$ cat config.mk
export PLATFORM = sky130hd
export DESIGN_NAME = unet_fsm_3_1_ctrl
export DESIGN_NICKNAME = d
export VERILOG_FILES = /design/src/rtl/unet_fsm_3_1_ctrl.sv
export SDC_FILE = /design/constraint.sdc
export NUM_CORES = 2
export LEC_CHECK = 0
export ABC_CLOCK_PERIOD_IN_PS = 26300
export CAP_MARGIN = 20
export CORE_MARGIN = 4
export CORE_UTILIZATION = 30
export DETAILED_ROUTE_END_ITERATION = 8
export PLACE_DENSITY = 0.45
export SYNTH_ARGS = -nofsm -noshare
export SYNTH_HDL_FRONTEND = slang
export SYNTH_SLANG_ARGS = --single-unit
$ cat constraint.sdc
create_clock -name clk -period 26.3 [get_ports clk]
set_clock_uncertainty 0.05 [all_clocks]
set_input_delay 5.26 -clock clk [delete_from_list [all_inputs] [get_ports clk]]
set_output_delay 5.26 -clock clk [all_outputs]
set_load 0.05 [all_outputs]
$ cat src/rtl/unet_fsm_3_1_ctrl.sv
// Sequencer and datapath for one 3-tap zero-padded 1-D convolution layer.
// Loads weights, bias and samples from the host, computes one output per cycle, then streams results.
module unet_fsm_3_1_ctrl #(
    parameter int N_PIX   = 8,
    parameter bit RELU_EN = 1'b1
) (
    input  logic        clk,
    input  logic        rst_n,
    input  logic        unet_enpulse,
    input  logic [31:0] data_in,
    output logic [2:0]  ctrl,
    output logic        busy,
    output logic [31:0] data_out
);

    localparam int IW = (N_PIX > 1) ? $clog2(N_PIX) : 1;
    localparam int CW = (IW > 2) ? IW : 2;
    localparam logic [CW-1:0] LAST_W   = CW'(3);
    localparam logic [CW-1:0] LAST_PIX = CW'(N_PIX - 1);

    localparam logic [2:0] CTRL_CALC  = 3'd0;
    localparam logic [2:0] CTRL_SENDW = 3'd1;
    localparam logic [2:0] CTRL_SENDD = 3'd2;
    localparam logic [2:0] CTRL_READY = 3'd3;
    localparam logic [2:0] CTRL_IDLE  = 3'd4;

    localparam logic signed [34:0] ACC_MAX = 35'sd2147483647;
    localparam logic signed [34:0] ACC_MIN = -35'sd2147483648;

    typedef enum logic [2:0] {
        S_IDLE,
        S_LOAD_W,
        S_LOAD_D,
        S_CALC,
        S_OUT
    } state_t;

    state_t          state_q, state_d;
    logic [CW-1:0]   cnt_q, cnt_d;
    logic [2:0]      ctrl_q, ctrl_d;
    logic            busy_q, busy_d;
    logic [31:0]     dout_q, dout_d;

    logic signed [15:0] w_q [3];
    logic signed [31:0] bias_q;
    logic signed [15:0] x_q [N_PIX];
    logic signed [31:0] y_q [N_PIX];

    logic signed [15:0] xPrev, xCur, xNext;
    logic signed [31:0] p0, p1, p2;
    logic signed [34:0] acc;
    logic signed [31:0] ySat, yAct;

    function automatic logic signed [31:0] mul16(input logic signed [15:0] a,
                                                 input logic signed [15:0] b);
        logic signed [31:0] ae, be;
        ae = {{16{a[15]}}, a};
        be = {{16{b[15]}}, b};
        return ae * be;
    endfunction

    // Output i of the current CALC cycle; neighbours outside the buffer read as zero.
    always_comb begin
        xPrev = '0;
        xNext = '0;
        xCur  = x_q[IW'(cnt_q)];
        if (cnt_q != '0)
            xPrev = x_q[IW'(cnt_q - CW'(1))];
        if (cnt_q != LAST_PIX)
            xNext = x_q[IW'(cnt_q + CW'(1))];
        p0  = mul16(w_q[0], xPrev);
        p1  = mul16(w_q[1], xCur);
        p2  = mul16(w_q[2], xNext);
        acc = {{3{bias_q[31]}}, bias_q} + {{3{p0[31]}}, p0}
            + {{3{p1[31]}}, p1} + {{3{p2[31]}}, p2};
        if (acc > ACC_MAX)
            ySat = 32'sh7FFF_FFFF;
        else if (acc < ACC_MIN)
            ySat = 32'sh8000_0000;
        else
            ySat = acc[31:0];
        yAct = (RELU_EN && ySat[31]) ? 32'sd0 : ySat;
    end

    always_comb begin
        state_d = state_q;
        cnt_d   = cnt_q;
        case (state_q)
            S_IDLE: begin
                if (unet_enpulse) begin
                    state_d = S_LOAD_W;
                    cnt_d   = '0;
                end
            end
            S_LOAD_W: begin
                if (cnt_q == LAST_W) begin
                    state_d = S_LOAD_D;
                    cnt_d   = '0;
                end else begin
                    cnt_d = cnt_q + CW'(1);
                end
            end
            S_LOAD_D, S_CALC, S_OUT: begin
                if (cnt_q == LAST_PIX) begin
                    cnt_d = '0;
                    case (state_q)
                        S_LOAD_D: state_d = S_CALC;
                        S_CALC:   state_d = S_OUT;
                        default:  state_d = S_IDLE;
                    endcase
                end else begin
                    cnt_d = cnt_q + CW'(1);
                end
            end
            default: begin
                state_d = S_IDLE;
                cnt_d   = '0;
            end
        endcase

        // Outputs are derived from the next state so they register alongside it.
        case (state_d)
            S_LOAD_W: ctrl_d = CTRL_SENDW;
            S_LOAD_D: ctrl_d = CTRL_SENDD;
            S_CALC:   ctrl_d = CTRL_CALC;
            S_OUT:    ctrl_d = CTRL_READY;
            default:  ctrl_d = CTRL_IDLE;
        endcase
        busy_d = (state_d != S_IDLE);
        dout_d = (state_d == S_OUT) ? y_q[IW'(cnt_d)] : 32'd0;
    end

    always_ff @(posedge clk) begin
        if (rst_n) begin
            state_q <= S_IDLE;
            cnt_q   <= '0;
            ctrl_q  <= CTRL_IDLE;
            busy_q  <= 1'b0;
            dout_q  <= '0;
        end else begin
            state_q <= state_d;
            cnt_q   <= cnt_d;
            ctrl_q  <= ctrl_d;
            busy_q  <= busy_d;
            dout_q  <= dout_d;
        end
    end

    always_ff @(posedge clk) begin
        if (rst_n) begin
            for (int i = 0; i < 3; i++)
                w_q[i] <= '0;
            bias_q <= '0;
            for (int i = 0; i < N_PIX; i++) begin
                x_q[i] <= '0;
                y_q[i] <= '0;
            end
        end else begin
            case (state_q)
                S_LOAD_W: begin
                    if (cnt_q == CW'(0))      w_q[0] <= data_in[15:0];
                    else if (cnt_q == CW'(1)) w_q[1] <= data_in[15:0];
                    else if (cnt_q == CW'(2)) w_q[2] <= data_in[15:0];
                    else                      bias_q <= data_in;
                end
                S_LOAD_D: x_q[IW'(cnt_q)] <= data_in[15:0];
                S_CALC:   y_q[IW'(cnt_q)] <= yAct;
                default: ;
            endcase
        end
    end

    assign ctrl     = ctrl_q;
    assign busy     = busy_q;
    assign data_out = dout_q;

endmodule

==> impl_results.md <==
* Ys async rst share at 0%
* Max-Cap Viols at 0
* Dpl cell area at 57700 sq um
* Cts hold-fix bufs at 0
* CP max FO at 32
* Crit path max-delay family: adder cells
* Sink Count at 497
* Slowest CP cell: dfxtp_1
* Placeable Area at 179000 sq um
* Post-CTS Resized at 0
* Clk buf depth at 3
* Final core utilization at 33.5%
* Tmin final at 12620 ps
* Largest net degree at the start of global routing at 70
* Hold path depth at 2
* Hold Path Class: reg -> reg
* Worst-Margin Slew at 1090 ps
* EDFF count, synth at 424
* Status: finished, final reports clean
* GRT Total Usage at 17.6%
* Crit path buf inv count at 9
* DR pass1 iterations at 5
* Worst R2R Path Depth at 34
* First-pass GRT wire length at 249000 um
* Die X at 433 um
* Relative slew slack at 26.8%
* Most used cell, CP: fa_1
* WL met1 at 76900 um
* Hold Vio Cnt, Final at 0
* Synth warn at 0
* DP HPWL at 127000 um
* Root buffer cell: clkbuf_16
* Avg Cell Area, Syn at 10.4 sq um
* Crit path kind: reg -> reg
* Clk_lat worst skew at 690 ps
* H-tree depth at 2
* Tcrit/Tclk final at 48.0%
* Routability Congestion at 0.806
* Crit path largest cell delay at 750 ps
* Grt ovf at 0
* Total number of vias at 35400
* # fillers at 18200
* Iteration-0 DRC Markers at 2208
* Startpoint types: register
* Die height at 433 um
* Post-synthesis register bit count at 497
* Design area at 59800 sq um
* IO Count at 71
* CTS buffer count at 59
* Library cells used by synthesis at 65
* Port Buffers at 69
* Starting Density at 30.2%
* Slew Limit Fails at 0
* Area of the multi-input gates at 35300 sq um
* Critical path required time at 26630 ps
* # setup viols final at 0
* Register Area at 14200 sq um
* Max frequency at 79.3 MHz
* Gate Count Post-Synth at 5200
* Max layer used: met5
* CP arrival at 12950 ps
* Initial antenna violation count at 4
* Met2 wire length at 73500 um
* Area Overhead vs Synth at 10.6%
* Worst-path clk slew at 60 ps
* Final wirelength at 161000 um
* DRC at 0
* Share of cells above drive strength 1 at 6.24%
* Worst setup EP type: register
* Synth Net Count at 6418
* Mapped Area at 54100 sq um
* Main synth FF type: edfxtp_1
* RSZ-0062 raised after global routing: false
* Drt wl/cell at 21.3 um
* R2r setup slk at 13680 ps
* Nets at 6390
* CP Depth at 34
* Post-CTS setup buffer count at 0
* CTS tree: built
* Die Area at 187000 sq um
* DR vias/cell at 4.67
* ANT nets after route at 0
* Register area share after synthesis at 26.2%
* Setup TNS at 0 ps
* Met3 wire len at 7480 um
* Num rows at 155
* Number of global-route vias before repair at 39100
[synthesized netlist by cell type (all sizes together) (2+ instances only)]
master / number / area [sq um]
o211ai: 13 / 143
nor2b: 55 / 344
and2: 474 / 2970
a31oi: 34 / 213
o21bai: 5 / 37.5
nor4: 11 / 68.8
o21ai: 19 / 95.1
nand2b: 11 / 68.8
inv: 1019 / 3820
nor2: 395 / 1480
edfxtp: 424 / 12700
and4: 4 / 35.0
a21o: 20 / 150
dfxtp: 73 / 1460
a22oi: 65 / 488
a31o: 4 / 35.0
o41ai: 2 / 17.5
xnor2: 30 / 263
a21oi: 65 / 337
nand3: 71 / 355
buf: 58 / 287
o311ai: 2 / 25.0
nand2: 694 / 2610
a2111oi: 3 / 46.3
mux4: 64 / 1440
clkbuf: 192 / 721
a21boi: 2 / 15.0
ha: 196 / 2450
mux2i: 34 / 340
fa: 987 / 19800
o31ai: 4 / 35.0
nor3: 16 / 80.1
a211o: 4 / 35.0
and3: 36 / 225
nand4: 18 / 113
a211oi: 5 / 37.5
o21a: 7 / 52.6
nor3b: 2 / 15.0
or2: 20 / 125
or3: 6 / 37.5
xor2: 12 / 105
a311oi: 33 / 295
[worst register-to-register path, delay by kind of cell (launching register included)]
| family | cells | cell delay, ps |
|---|---|---|
| flip-flops | 1 | 750 |
| AND/OR/NAND/NOR | 5 | 850 |
| AO/OA/AOI/OAI | 6 | 2280 |
| XOR/XNOR | 1 | 120 |
| buffers and inverters | 9 | 1920 |
| multiplexers | 2 | 1120 |
| adder cells (fa/ha/maj) | 11 | 5230 |
[cells in the final DEF (no fill, tap or decap), types with 7 or more instances in the layout]
cell	n
inv_1	1017
fa_1	987
nand2_1	693
and2_1	473
edfxtp_1	424
nor2_1	388
ha_1	195
buf_4	88
dfxtp_1	72
nand3_1	71
clkdlybuf4s50_1	68
mux4_2	64
a22oi_1	64
a21oi_1	64
clkbuf_16	59
nor2b_1	55
and3_1	36
a31oi_1	34
mux2i_1	33
a311oi_1	32
xnor2_1	29
or2_2	20
nand4_1	18
a21o_1	17
o21ai_0	16
clkinv_2	13
xor2_1	12
bufinv_16	12
clkinv_1	12
nand2b_1	11
nor3_1	10
o211ai_4	8
clkbuf_1	8
o21a_1	7
[metrics by stage]
step / hold slack (ps) / setup slack [ps] / instances
global placement: 397 / 13810 / 7460
finish: 414 / 13680 / 7580
global route: 444 / 13190 / 7578
CTS: 414 / 13690 / 7577
floorplan: 386 / 16320 / 5200
detailed placement: 405 / 13740 / 7465
[final timing paths]
| check | endpoint | startpoint |
|---|---|---|
| max | y_q[4][19]$_SDFFCE_PN0P_ | cnt_q[1]$_SDFF_PP0_ |
| min | bias_q[15]$_SDFFE_PP0P_ | bias_q[15]$_SDFFE_PP0P_ |
| max reg2reg | y_q[4][19]$_SDFFCE_PN0P_ | cnt_q[1]$_SDFF_PP0_ |
| min reg2reg | bias_q[15]$_SDFFE_PP0P_ | bias_q[15]$_SDFFE_PP0P_ |
[cell families after synthesis]
group,share of synthesized area (%)
AO/OA/AOI/OAI,3.95
XOR/XNOR,0.680
adder cells (fa/ha/maj),41.1
buffers and inverters,8.94
flip-flops,26.2
multiplexers,3.29
other,0.00693
AND/OR/NAND/NOR,15.8
[layer usage]
metal / global-route usage, % / vias up
met1: 25.3 / 18600
met2: 28.1 / 680
met4: 3.66 / 2
met5: 0 / -
li1: - / 15900
met3: 2.72 / 177
[layout make-up]
| class | instances | area share, % |
|---|---|---|
| antenna | 2 | 0.00837 |
| tap | 2355 | 4.93 |
| inverter | 1019 | 6.39 |
| clock buffer | 67 | 2.52 |
| sequential | 497 | 23.7 |
| timing repair buffer | 161 | 2.43 |
| clock inverter | 45 | 0.985 |
| multi-input combinational | 3434 | 59.0 |
[state kept, by name, indices dropped and copies added (netlist names)]
register  count
bias_q       32
busy          1
cnt_q         3
ctrl          3
data_out     31
state_q       3
w_q          48
x_q         128
y_q         248
Power is left out: the tool's default activity adds up to more than one toggle a clock period on the data nets, which glitch-free logic cannot reach.
